===== src/rtl/reset_sequencer_pkg.sv =====
`default_nettype none
// ============================================================================
// Module   : reset_sequencer_pkg
// Brief    : Shared state encoding, tick default and sizing helpers.
// Revision : 1.0 - initial release
// ============================================================================
package reset_sequencer_pkg;

    // Shared with the button debouncers: one tick per second at 50 MHz.
    localparam int c_TICK_MAX_DEFAULT = 50_000_000;

    localparam logic [1:0] c_ST_IDLE      = 2'd0;
    localparam logic [1:0] c_ST_ASSERT    = 2'd1;
    localparam logic [1:0] c_ST_WAIT_DONE = 2'd2;
    localparam logic [1:0] c_ST_COOLDOWN  = 2'd3;

    typedef enum logic [1:0] {
        ST_IDLE      = c_ST_IDLE,
        ST_ASSERT    = c_ST_ASSERT,
        ST_WAIT_DONE = c_ST_WAIT_DONE,
        ST_COOLDOWN  = c_ST_COOLDOWN
    } state_t;

    function automatic int cnt_width(input int max_count);
        return (max_count > 1) ? $clog2(max_count) : 1;
    endfunction

    function automatic int max3(input int a, input int b, input int c);
        int m;
        m = (a > b) ? a : b;
        return (m > c) ? m : c;
    endfunction

endpackage
`default_nettype wire


===== src/rtl/reset_sequencer_if.sv =====
`default_nettype none
// ============================================================================
// Module   : reset_sequencer_if
// Brief    : Request/status bundle between the sequencer and its environment.
// Revision : 1.0 - initial release
// ============================================================================
interface reset_sequencer_if;

    logic       rst_req;
    logic       init_done;
    logic       sys_rst;
    logic       busy;
    logic       led;
    logic       timeout_err;
    logic [7:0] rst_count;

    modport master (
        input  rst_req,
        input  init_done,
        output sys_rst,
        output busy,
        output led,
        output timeout_err,
        output rst_count
    );

    modport slave (
        output rst_req,
        output init_done,
        input  sys_rst,
        input  busy,
        input  led,
        input  timeout_err,
        input  rst_count
    );

endinterface
`default_nettype wire


===== src/rtl/tick_gen.sv =====
`default_nettype none
// ============================================================================
// Module   : tick_gen
// Brief    : Restartable prescaler emitting a one-cycle tick every TICK_MAX clks.
// Revision : 1.0 - initial release
// ============================================================================
module tick_gen
    import reset_sequencer_pkg::*;
#(
    parameter int TICK_MAX = c_TICK_MAX_DEFAULT
) (
    input  logic clk,
    input  logic rst_n,
    input  logic clear,
    output logic tick
);

    localparam int             c_W    = cnt_width(TICK_MAX);
    localparam logic [c_W-1:0] c_LAST = c_W'(TICK_MAX - 1);

    logic [c_W-1:0] r_presc;

    always_ff @(posedge clk or negedge rst_n) begin
        if (!rst_n) begin
            r_presc <= '0;
        end else if (clear || tick) begin
            r_presc <= '0;
        end else begin
            r_presc <= r_presc + 1'b1;
        end
    end

    assign tick = (r_presc == c_LAST);

endmodule
`default_nettype wire


===== src/rtl/reset_sequencer.sv =====
`default_nettype none
// ============================================================================
// Module   : reset_sequencer
// Brief    : Turns a button reset request into a timed sys_rst pulse, waits for
//            init_done (with timeout), then locks out requests for a cooldown.
// Revision : 1.0 - initial release
// ============================================================================
module reset_sequencer
    import reset_sequencer_pkg::*;
#(
    parameter int TICK_MAX       = c_TICK_MAX_DEFAULT,
    parameter int RST_CYCLES     = 16,
    parameter int TIMEOUT_TICKS  = 5,
    parameter int COOLDOWN_TICKS = 2
) (
    input  logic                clk,
    input  logic                rst_n,
    reset_sequencer_if.master   bus
);

    localparam int c_CNT_W = cnt_width(max3(RST_CYCLES, TIMEOUT_TICKS, COOLDOWN_TICKS));

    localparam logic [c_CNT_W-1:0] c_ASSERT_LAST   = c_CNT_W'(RST_CYCLES - 1);
    localparam logic [c_CNT_W-1:0] c_TIMEOUT_LAST  = c_CNT_W'(TIMEOUT_TICKS - 1);
    localparam logic [c_CNT_W-1:0] c_COOLDOWN_LAST = c_CNT_W'(COOLDOWN_TICKS - 1);
    localparam logic [7:0]         c_COUNT_MAX     = 8'hFF;

    state_t               r_state;
    state_t               w_state_n;
    logic                 r_req_q;
    logic                 w_req;
    logic [c_CNT_W-1:0]   r_cnt;
    logic [c_CNT_W-1:0]   w_cnt_n;
    logic                 w_tick;
    logic                 w_clear;
    logic                 r_sys_rst;
    logic                 r_busy;
    logic                 r_led;
    logic                 w_led_n;
    logic                 r_timeout_err;
    logic                 w_err_n;
    logic                 w_count_inc;
    logic [7:0]           r_rst_count;

    assign w_req = bus.rst_req & ~r_req_q;

    tick_gen #(
        .TICK_MAX (TICK_MAX)
    ) u_tick_gen (
        .clk   (clk),
        .rst_n (rst_n),
        .clear (w_clear),
        .tick  (w_tick)
    );

    always_comb begin
        w_state_n   = r_state;
        w_err_n     = r_timeout_err;
        w_count_inc = 1'b0;

        case (r_state)
            ST_IDLE: begin
                if (w_req) begin
                    w_state_n   = ST_ASSERT;
                    w_count_inc = 1'b1;
                end
            end
            ST_ASSERT: begin
                if (r_cnt == c_ASSERT_LAST) begin
                    w_state_n = ST_WAIT_DONE;
                end
            end
            ST_WAIT_DONE: begin
                // init_done takes priority over a coincident timeout tick.
                if (bus.init_done) begin
                    w_state_n = ST_COOLDOWN;
                    w_err_n   = 1'b0;
                end else if (w_tick && (r_cnt == c_TIMEOUT_LAST)) begin
                    w_state_n = ST_COOLDOWN;
                    w_err_n   = 1'b1;
                end
            end
            ST_COOLDOWN: begin
                if (w_tick && (r_cnt == c_COOLDOWN_LAST)) begin
                    w_state_n = ST_IDLE;
                end
            end
            default: begin
                w_state_n = ST_IDLE;
            end
        endcase

        // Timebase restarts on every state entry so each state length is exact.
        w_clear = (w_state_n != r_state) || (r_state == ST_IDLE);

        if (w_clear) begin
            w_cnt_n = '0;
        end else if ((r_state == ST_ASSERT) || w_tick) begin
            w_cnt_n = r_cnt + 1'b1;
        end else begin
            w_cnt_n = r_cnt;
        end

        if (w_state_n == ST_ASSERT) begin
            w_led_n = 1'b1;
        end else if (w_state_n == ST_IDLE) begin
            w_led_n = w_err_n;
        end else if (w_tick && (r_state != ST_ASSERT)) begin
            w_led_n = ~r_led;
        end else begin
            w_led_n = r_led;
        end
    end

    always_ff @(posedge clk or negedge rst_n) begin
        if (!rst_n) begin
            r_state       <= ST_IDLE;
            r_req_q       <= 1'b0;
            r_cnt         <= '0;
            r_sys_rst     <= 1'b0;
            r_busy        <= 1'b0;
            r_led         <= 1'b0;
            r_timeout_err <= 1'b0;
            r_rst_count   <= '0;
        end else begin
            r_state       <= w_state_n;
            r_req_q       <= bus.rst_req;
            r_cnt         <= w_cnt_n;
            r_sys_rst     <= (w_state_n == ST_ASSERT);
            r_busy        <= (w_state_n != ST_IDLE);
            r_led         <= w_led_n;
            r_timeout_err <= w_err_n;
            if (w_count_inc && (r_rst_count != c_COUNT_MAX)) begin
                r_rst_count <= r_rst_count + 1'b1;
            end
        end
    end

    assign bus.sys_rst     = r_sys_rst;
    assign bus.busy        = r_busy;
    assign bus.led         = r_led;
    assign bus.timeout_err = r_timeout_err;
    assign bus.rst_count   = r_rst_count;

endmodule
`default_nettype wire

===== src/flat_wrapper.sv =====
// flat-port wrapper written by rule: the top's interface ports become plain ports
module reset_sequencer_flat import reset_sequencer_pkg::*;
#(
    parameter int TICK_MAX       = c_TICK_MAX_DEFAULT,
    parameter int RST_CYCLES     = 16,
    parameter int TIMEOUT_TICKS  = 5,
    parameter int COOLDOWN_TICKS = 2
)
  (clk, rst_n, bus_rst_req, bus_init_done, bus_sys_rst, bus_busy, bus_led, bus_timeout_err, bus_rst_count);
  reset_sequencer_if bus_i ();
  input  logic clk;
  input  logic rst_n;
  input wire logic [$bits(bus_i.rst_req)-1:0] bus_rst_req;
  input wire logic [$bits(bus_i.init_done)-1:0] bus_init_done;
  output wire logic [$bits(bus_i.sys_rst)-1:0] bus_sys_rst;
  output wire logic [$bits(bus_i.busy)-1:0] bus_busy;
  output wire logic [$bits(bus_i.led)-1:0] bus_led;
  output wire logic [$bits(bus_i.timeout_err)-1:0] bus_timeout_err;
  output wire logic [$bits(bus_i.rst_count)-1:0] bus_rst_count;
  assign bus_i.rst_req = bus_rst_req;
  assign bus_i.init_done = bus_init_done;
  assign bus_sys_rst = bus_i.sys_rst;
  assign bus_busy = bus_i.busy;
  assign bus_led = bus_i.led;
  assign bus_timeout_err = bus_i.timeout_err;
  assign bus_rst_count = bus_i.rst_count;
  reset_sequencer #(.TICK_MAX(TICK_MAX), .RST_CYCLES(RST_CYCLES), .TIMEOUT_TICKS(TIMEOUT_TICKS), .COOLDOWN_TICKS(COOLDOWN_TICKS)) u_core (.clk(clk), .rst_n(rst_n), .bus(bus_i));
endmodule

===== config.mk =====
export PLATFORM = sky130hd
export DESIGN_NAME = reset_sequencer_flat
export DESIGN_NICKNAME = d
export VERILOG_FILES = /design/src/rtl/reset_sequencer_pkg.sv /design/src/rtl/reset_sequencer_if.sv /design/src/rtl/tick_gen.sv /design/src/rtl/reset_sequencer.sv /design/src/flat_wrapper.sv
export SDC_FILE = /design/constraint.sdc
export NUM_CORES = 1
export LEC_CHECK = 0
export CAP_MARGIN = 10
export CORE_MARGIN = 2
export CORE_UTILIZATION = 52
export DETAILED_ROUTE_END_ITERATION = 8
export PLACE_DENSITY = 0.74
export SYNTH_ARGS = -nofsm -noshare
export SYNTH_HDL_FRONTEND = slang
export SYNTH_HIERARCHICAL = 1
export SYNTH_SLANG_ARGS = --single-unit

===== constraint.sdc =====
create_clock -name clk -period 2.4 [get_ports clk]
set_input_delay 0.48 -clock clk [delete_from_list [all_inputs] [get_ports clk]]
set_output_delay 0.48 -clock clk [all_outputs]
set_load 0.02 [all_outputs]

==> flow_summary.ini, run 1 <==
[final_layout]
fin_util_pct = 66.1
instances_no_fill = 332
fillers = 368
final-seq-area_um2 = 1130
drive_gt1_share_pct = 17.5
multi_input_area_um2 = 1180
nets = 289
antennaDiodeCount = 0
syn_to_final_growth_pct = 22.9

[floorplan]
die-area_um2 = 5060
io_pins = 16
die_w_um = 71.1
core_area_um2 = 4350
start_util_pct = 53.8
rows = 24
die_h_um = 71.1

[place]
io_buffers = 15
gp_congestion = 0.823
dp.cells = 323
post-place-ws_ns = 0.126
hpwl_um = 3430

[sta]
period_needed_ns = 2.20
finalClockSkew_ns = 0.00675
hold_violations = 0
fin_setup_tns_ns = 0
fmax_ghz = 0.454
worstMarginPinSlew_ns = 0.413
setup_ws_ns = 0.197
max-slew-margin-rel_pct = 72.5
fin_crit_sh_pct = 91.8
rsz0062_at_grt = false
setup_viol_count_final = 0
slew_violations = 0

[power]
p_leak_uw = 0.00126
p_total_uw = 2320
p_per_area_nw_per_um2 = 807
irDropWorstVdd_mv = 0.414

[grt]
grt_busiest_layer = met2
grt_use_met1_pct = 24.7
grtUsageMet2_pct = 36.8
antenna_found_initial = 0
grt_pass1_vias = 1855
grt_overflow_total = 0
grt.met3_usage_pct = 3.13
grt_pass1_wl_um = 8150
grt_max_degree = 46
grtUsageTotal_pct = 20.4

[logic_synthesis]
ys_seq_elements = 45
yosysSeqAreaShare_pct = 48.1
ys_types = 42
avgSynthCellArea_um2 = 9.97
synth_area_um2 = 2340
syn_inst = 235
syn_nets = 245
yosysWarningCount = 6

[drt]
detail_route.wl_per_cell_um = 13.7
antenna_left = 0
postRouteWirelength_um = 4550
vias = 1872
avgViaCountPerCell = 5.64
firstDrtPassIters = 4
first_iter_violations = 71
drc = 0

[critical_path]
crit_buf_inv = 2
path_max_fanout = 4
cpPeakStageDelay_ns = 0.36
critPathTopFamily = simple AND/OR/NAND/NOR gates
crit_chain = ha_1 > and4_1 > nand4_1 > nor3_4 > and4b_1 > nor3_2 > a21oi_2 > inv_1 > o31ai_4 > buf_4 > a21oi_1
critical_path_class = reg2reg
setup.worst_path.start_class = register
crit_required_ns = 2.57
cp.arrival_ns = 2.38
slowest_stage = dfrtp_1
crit_path_end_kind = register

[status]
status = complete, no violations

[cts]
clk_pin_slew_ns = 0.08
tritoncts = yes
clock_latency_ns = 0.29
htree_levels = 2
cts_num_sinks = 45
cts_buffers = 5
cts.path.max_buffers = 2
clock-root-buffer = clkbuf_8

[hold_path]
hold_class = in2async

[run]
maxCapViolations = 0
## layer usage
metal / share of wire [%] / vias up
li1: - / 938
met1: 45 / 897
met2: 50 / 29
met3: 2.5 / 8
met4: 1.7 / 0
met5: 0 / -
## through the flow
stage / cell area, µm² / hold WS (ns)
final: 2880 / 0.144
after global routing: 2880 / 0.168
after CTS: 2870 / 0.159
after detailed placement: 2770 / 0.477
after global placement: 2770 / 0.474
after floorplan: 2360 / 0.184
## worst paths after layout
| kind | from | end | slack, ns | cells after the start |
|---|---|---|---|---|
| max in group asynchronous | rst_n | u_core/r_cnt[1]$_DFFE_PN0P_ | 2.05 | 2 |
| min in group clk | u_core/bus.rst_count[7]$_DFFE_PN0P_ | u_core/bus.rst_count[7]$_DFFE_PN0P_ | 0.51 | 1 |
| min reg2reg | u_core/bus.rst_count[7]$_DFFE_PN0P_ | u_core/bus.rst_count[7]$_DFFE_PN0P_ | 0.51 | 1 |
| max reg2reg | u_core/u_tick_gen/r_presc[0]$_DFF_PN0_ | u_core/u_tick_gen/r_presc[23]$_DFF_PN0_ | 0.20 | 11 |
| min | rst_n | u_core/bus.rst_count[4]$_DFFE_PN0P_ | 0.14 | 2 |
| max | u_core/u_tick_gen/r_presc[0]$_DFF_PN0_ | u_core/u_tick_gen/r_presc[23]$_DFF_PN0_ | 0.20 | 11 |
## cells in the mapped netlist, drive strengths merged
cell | instances | area share (%)
a21o | 1 | 0.32
a21oi | 14 | 3.0
and3 | 5 | 1.4
and3b | 1 | 0.37
and4 | 6 | 2.3
and4b | 1 | 0.43
and4bb | 1 | 0.53
buf | 4 | 1.1
clkbuf | 1 | 0.16
dfrtp | 45 | 48
ha | 6 | 3.2
inv | 6 | 0.96
mux2 | 1 | 0.48
nand2 | 23 | 3.7
nand2b | 2 | 0.53
nand3 | 13 | 2.8
nand3b | 2 | 0.64
nand4 | 9 | 2.7
nand4bb | 1 | 0.48
nor2 | 23 | 3.7
nor2b | 2 | 0.53
nor3 | 5 | 1.1
nor4 | 2 | 0.53
nor4b | 2 | 1.4
o2111ai | 1 | 0.37
o211a | 1 | 0.43
o21a | 1 | 0.32
o21ai | 10 | 2.3
o22ai | 1 | 0.27
o31ai | 6 | 2.5
or3 | 10 | 2.9
or4 | 5 | 1.6
xnor2 | 10 | 3.7
xor2 | 14 | 5.2
## state kept, by name, summed over array words and instances, names as in the netlist
name,count
u_core/u_tick_gen/r_presc,26
u_core/bus.timeout_err,1
u_core/r_state,2
u_core/bus.busy,1
u_core/r_cnt,4
u_core/bus.led,1
u_core/bus.rst_count,8
u_core/r_req_q,1
u_core/bus.sys_rst,1
## what timing repair did
action / in CTS / in global routing
setup endpoints to repair: 0 / 10
resized for setup: 0 / 1
buffers inserted: 0 / 1
hold buffers: 0 / 0
## cell type report
cell class	instances	area share [%]
Clock inverter	2	0.478
Multi-Input combinational cell	179	41.1
Timing Repair Buffer	42	13.4
Tap cell	52	2.26
Sequential cell	45	39.1
Clock buffer	6	2.87
Inverter	6	0.782
## cell families (layout without fill, tap and decap cells)
family	count (synthesis)	after routing	share of synthesized area, %
xor gates and xnor gates	24	24	8.97
buffers and inverters	11	56	2.24
DFF	45	45	48.1
AOI/OAI and AO/OA	35	35	9.50
adders and majority gates	6	6	3.20
and+or+nand+nor	113	113	27.5
muxes	1	1	0.480
## placed cells by master, fill, tap and decap left out, drive strengths merged
cell type | Yosys | routed
nand3b | 2 | 2
dfrtp | 45 | 45
inv | 6 | 6
ha | 6 | 6
clkinv | 0 | 2
nand2b | 2 | 2
nand4bb | 1 | 1
or4 | 5 | 5
clkdlybuf4s50 | 0 | 14
a21oi | 14 | 14
nand4 | 9 | 9
o31ai | 6 | 6
o2111ai | 1 | 1
and3 | 5 | 5
and3b | 1 | 1
a21o | 1 | 1
and4 | 6 | 6
mux2 | 1 | 1
clkbuf | 1 | 6
xor2 | 14 | 14
o211a | 1 | 1
buf | 4 | 28
and4bb | 1 | 1
o21ai | 10 | 10
nor3 | 5 | 5
nand2 | 23 | 23
nand3 | 13 | 13
or3 | 10 | 10
nor2 | 23 | 23
xnor2 | 10 | 10
nor4b | 2 | 2
o21a | 1 | 1
nor2b | 2 | 2
nor4 | 2 | 2
o22ai | 1 | 1
and4b | 1 | 1
## worst register-to-register path, cell delays in order, from the launching register on
cell     delay (ns)
dfrtp_1        0.36
ha_1           0.18
and4_1         0.24
nand4_1        0.20
nor3_4         0.20
and4b_1        0.26
nor3_2         0.06
a21oi_2        0.17
inv_1          0.08
o31ai_4        0.10
buf_4          0.20
a21oi_1        0.04
## power by group
part | total [µW] | switching (µW) | internal [µW] | leakage, µW
sequential | 1020 | 133 | 883 | 0.000593
combinational | 828 | 418 | 410 | 0.000612
clock | 481 | 248 | 233 | 0.0000512
Note: power is estimated with default switching activity, not from simulation.
==> run 2, diff against run 1 <==
--- a/config.mk
+++ b/config.mk
@@ -9,7 +9,7 @@
 export CORE_MARGIN = 2
 export CORE_UTILIZATION = 52
 export DETAILED_ROUTE_END_ITERATION = 8
-export PLACE_DENSITY = 0.74
+export PLACE_DENSITY_LB_ADDON = 0.2
 export SYNTH_ARGS = -nofsm -noshare
 export SYNTH_HDL_FRONTEND = slang
 export SYNTH_HIERARCHICAL = 1
==> run 2 against run 1 <==
Compared with the run above:
- final area about the same
- largest cell class unchanged
- combinational power fell by 3.4%
- register-to-register slack worse by 0.04 ns
- clock skew fell by 0.00060 ns
- clock power rose by 21%
- cell count fell by 1.5%
- sequential power is essentially flat
- non-clock buffer count decreased by 8
- die area did not move
- critical path depth did not move
- fmax is 1.9% lower
- via count grew 2.2%
==> flow_summary.ini, run 2 (same netlist as run 1, synthesis figures left out) <==
[grt]
grtUsageTotal_pct = 19.8
grt_overflow_total = 0
grt_pass1_wl_um = 7940
grt_max_degree = 27
antenna_found_initial = 0
grt_pass1_vias = 1783

[sta]
slew_violations = 0
finalClockSkew_ns = 0.00615
setup_viol_count_final = 0
max-slew-margin-rel_pct = 66.6
fmax_ghz = 0.445
worstMarginPinSlew_ns = 0.501
hold_violations = 0
fin_crit_sh_pct = 93.6
period_needed_ns = 2.25
rsz0062_at_grt = true

[drt]
antenna_left = 0
drc = 0
postRouteWirelength_um = 4760
firstDrtPassIters = 4
first_iter_violations = 99
vias = 1914
detail_route.wl_per_cell_um = 14.6
avgViaCountPerCell = 5.85

[hold_path]
hold_class = in2async

[power]
p_leak_uw = 0.00122
comb_power_share_pct = 33.4
p_per_area_nw_per_um2 = 831
p_seq_share_pct = 42.4
p_int_uw = 1550
p_sw_share_pct = 35.1
p_sw_uw = 840
power.share.clock_pct = 24.2
irDropWorstVdd_mv = 0.702

[cts]
cts.path.max_buffers = 2
cts_buffers = 5
clock-root-buffer = clkbuf_8
cts_hold_buf = 0
clk_pin_slew_ns = 0.09
htree_levels = 2
cts_num_sinks = 45
clock_latency_ns = 0.30
tritoncts = yes

[final_layout]
instances_no_fill = 327
syn_to_final_growth_pct = 22.9
final_cell_mix = dfrtp_1, nand2_1, nor2_1, buf_4
antennaDiodeCount = 0
final_common_cell = dfrtp_1
nets = 284
largest_reg_flops = 26
drive_gt1_share_pct = 16.7
top_register = u_core/u_tick_gen/r_presc
fin_util_pct = 66.1

[floorplan]
io_pins = 16
die-area_um2 = 5060
rows = 24
die_h_um = 71.1
die_w_um = 71.1
core_area_um2 = 4350
start_util_pct = 53.8

[critical_path]
cp.arrival_ns = 2.47
crit_path_end_kind = register
crit_required_ns = 2.62
critical_path_class = reg2reg
setup.worst_path.start_class = register
path_max_fanout = 7

[place]
hpwl_um = 3120
gp_congestion = 0.762
io_buffers = 15
dp.cells = 314

[status]
status = complete, no violations

[run]
maxCapViolations = 0
-- run 2: worst paths after layout --
kind	start	end	slack, ns	depth (start not counted)
setup / recovery	u_core/u_tick_gen/r_presc[0]$_DFF_PN0_	u_core/u_tick_gen/r_presc[23]$_DFF_PN0_	0.15	11
hold / removal	rst_n	u_core/bus.rst_count[5]$_DFFE_PN0P_	0.13	1
setup reg to reg	u_core/u_tick_gen/r_presc[0]$_DFF_PN0_	u_core/u_tick_gen/r_presc[23]$_DFF_PN0_	0.15	11
hold reg to reg	u_core/bus.rst_count[7]$_DFFE_PN0P_	u_core/bus.rst_count[7]$_DFFE_PN0P_	0.50	1
max in group asynchronous	rst_n	u_core/u_tick_gen/r_presc[23]$_DFF_PN0_	1.77	2
min in group clk	u_core/bus.rst_count[7]$_DFFE_PN0P_	u_core/bus.rst_count[7]$_DFFE_PN0P_	0.50	1
-- run 2: critical path: stages (launching register included) --
cell and delay [ns]:
dfrtp_1 0.38, ha_1 0.22, and4_2 0.26, nand4_1 0.09
buf_4 0.16, nor3_4 0.06, and4b_1 0.21, nor3_2 0.18
a21oi_2 0.10, inv_2 0.19, o31ai_4 0.16, a21oi_1 0.15
-- run 2: area by class of cell --
cell class	instances	area, µm²
Inverter	6	22.5
Tap cell	52	65.1
Fill cell	349	1480
Multi-Input combinational cell	182	1250
Clock buffer	5	68.8
Sequential cell	45	1130
Clock inverter	3	46.3
Timing Repair Buffer	34	300
-- run 2: metal layers --
metal / track usage [%] / part of all wire (%)
met3: 4.56 / 3.4
met1: 25.7 / 47
met2: 32.1 / 49
met4: 8.18 / 1.4
met5: 0 / 0
-- run 2: timing repair --
| action | 4_1_cts | 5_1_grt |
|---|---|---|
| buffers inserted | 0 | 2 |
| resized for setup | 0 | 6 |
| endpoints found under the setup margin | 0 | 26 |
-- run 2: stage by stage --
step | total power, µW | worst slack, ns | cell area, µm² | hold slack [ns] | setup TNS (ns)
floorplan | 1480 | 0.0803 | 2360 | 0.184 | 0
global placement | 1730 | 0.115 | 2680 | 0.475 | 0
global route | 2540 | -0.0157 | 2880 | 0.163 | -0.0643
finish | 2390 | 0.153 | 2880 | 0.132 | 0
detailed placement | 1750 | 0.0450 | 2680 | 0.480 | 0
CTS | 2340 | 0.0350 | 2790 | 0.137 | 0
-- run 2: power groups by stage --
stage / combinational [µW] / sequential (µW) / clock [µW]
6_report: 800 / 1010 / 580
5_1_grt: 885 / 1040 / 623
4_1_cts: 727 / 1010 / 604
3_5_place_dp: 723 / 1030 / 0
3_3_place_gp: 711 / 1020 / 0
2_1_floorplan: 417 / 1060 / 0
==> RTL change: new RTL, config.mk and constraints of run 1 <==
Compare `r_cnt` against `c_TIMEOUT_LAST` with >= in place of ==.
--- a/src/rtl/reset_sequencer.sv
+++ b/src/rtl/reset_sequencer.sv
@@ -75,7 +75,7 @@
                 if (bus.init_done) begin
                     w_state_n = ST_COOLDOWN;
                     w_err_n   = 1'b0;
-                end else if (w_tick && (r_cnt == c_TIMEOUT_LAST)) begin
+                end else if (w_tick && (r_cnt >= c_TIMEOUT_LAST)) begin
                     w_state_n = ST_COOLDOWN;
                     w_err_n   = 1'b1;
                 end
Behaviour: no difference found for any inputs over 10 cycles, from zero or initial values and one cycle with rst_n low; that may be too few to reach the edited logic, so the function may still have changed.
==> RTL change against run 1 <==
Power down 2.9%. Sequential cell count unchanged. Worst setup slack better by 0.021 ns. Design area down 8.1%. Synthesized area up 0.21%. Synthesized cell count down 0.85%. Routed wire length down 3.8%. Utilization down 5.4 points.
==> RTL change: results <==
[clock_network]
cts_inserted_buffers = 5
post_cts_buffers = 0
insertion_delay_ns = 0.29
ctsHtreeMaxLevel = 2
cts_max_path_buffers = 2
clk_pin_slew_ns = 0.08

[grt]
grt_max_degree = 33
grt_pass1_vias = 1699
antenna_found_initial = 0
grt_pass1_wl_um = 7620
grt_use_total_pct = 18.7

[placed_design]
dp_worst_setup_slack_ns = 0.123
hpwl_um = 3030
place_congestion = 0.825
dpl_cell_area_um2 = 2570

[timing]
worstMarginPinSlew_ns = 0.408
finClkSkew_ns = 0.00635

[worst_hold_path]
hp-class = "primary input to asynchronous set/reset pin"

[layout]
nFillCells = 377
antenna_cells = 0
final_layout_size_suffix_gt1_share_pct = 10.3
fin_nets = 263

[yosys]
synth_seq_area_share_pct = 47.9
synth_fp_nets = 242
yosysUniqueCellTypes = 48
synthTopCellsByArea = "dfrtp_1 (48%), xor2_1 (6.3%), nor2_1 (4.2%)"
synth_warnings = 6
synth_common_cells = "dfrtp_1 (45), nor2_1 (26), xor2_1 (17)"

[power]
p_leak_nw = 1.13
p_per_area_nw_per_um2 = 853
ir_drop_uv = 422

[critical_path]
critPathTopFamily = "simple AND/OR/NAND/NOR gates"
slowest_stage = "dfrtp_1"
cpPeakStageDelay_ns = 0.41
cp_max_fo = 9
worstReg2RegStart = "u_core/u_tick_gen/r_presc[0]"

[detailed_routing]
wl_um = 4380
drt-vias-per-instance = 5.80
dr.pass1.iters = 4
drt-initial-drc-count = 110

[run_status]
run_status = "finished clean"
[RTL change: cell types whose count changed in the layout (fill, tap and decap cells not counted), sizes merged, moves of 3 or more]
cell   change
nand2      -9
xor2       +3
xnor2      -3
nor2       +3
buf       -22
or3        -3
o21ai      -3
[RTL change: repair_timing]
action	4_1_cts	5_1_grt
hold buffers	0	0
setup endpoints to repair	0	1
gates resized for setup	0	1
[RTL change: layout make-up]
cell class,count,area share (%)
clock buffers,5,2.60
repair buffers,20,6.90
inverters,8,1.13
well taps,52,2.46
flip-flops and latches,45,42.6
clock inverters,1,0.189
multi-input cells,174,44.2
[RTL change: metrics by stage]
stage,hold WS [ns],instances
2_1_floorplan,0.184,233
3_5_place_dp,0.388,299
3_3_place_gp,0.386,299
4_1_cts,0.0685,305
6_report,0.0651,305
5_1_grt,0.0848,305
[RTL change: metal layers]
metal	track usage (%)	vias up	part of all wire [%]
met5	0	-	0
met4	5.24	0	0.43
met3	4.42	2	3.2
met2	29.8	29	47
met1	25.7	859	49
li1	-	879	-
[RTL change: worst paths after layout]
kind	to	slack, ns	cells after the start
setup / recovery	u_core/bus.led	0.22	9
hold / removal	u_core/bus.rst_count[5]	0.07	1
setup reg to reg	u_core/bus.led	0.22	9
hold reg to reg	u_core/bus.rst_count[7]	0.50	1
max in group asynchronous	u_core/u_tick_gen/r_presc[13]	1.63	2
min in group clk	u_core/bus.rst_count[7]	0.50	1
[RTL change: kinds of logic (layout without fill, tap and decap cells)]
| family | count (synthesis) | after routing | synth area share (%) |
|---|---|---|---|
| simple gates | 104 | 104 | 24.7 |
| flops | 45 | 45 | 47.9 |
| compound gates | 40 | 40 | 12.8 |
| xor+xnor | 24 | 24 | 8.95 |
| buf+inv | 14 | 34 | 2.50 |
| fa+ha+maj | 5 | 5 | 2.66 |
| mux | 1 | 1 | 0.479 |
[RTL change: where the power goes]
group	switching (mW)	internal, mW
Clock	0.236	0.192
Sequential	0.180	0.890
Combinational	0.414	0.345
Total	0.831	1.43
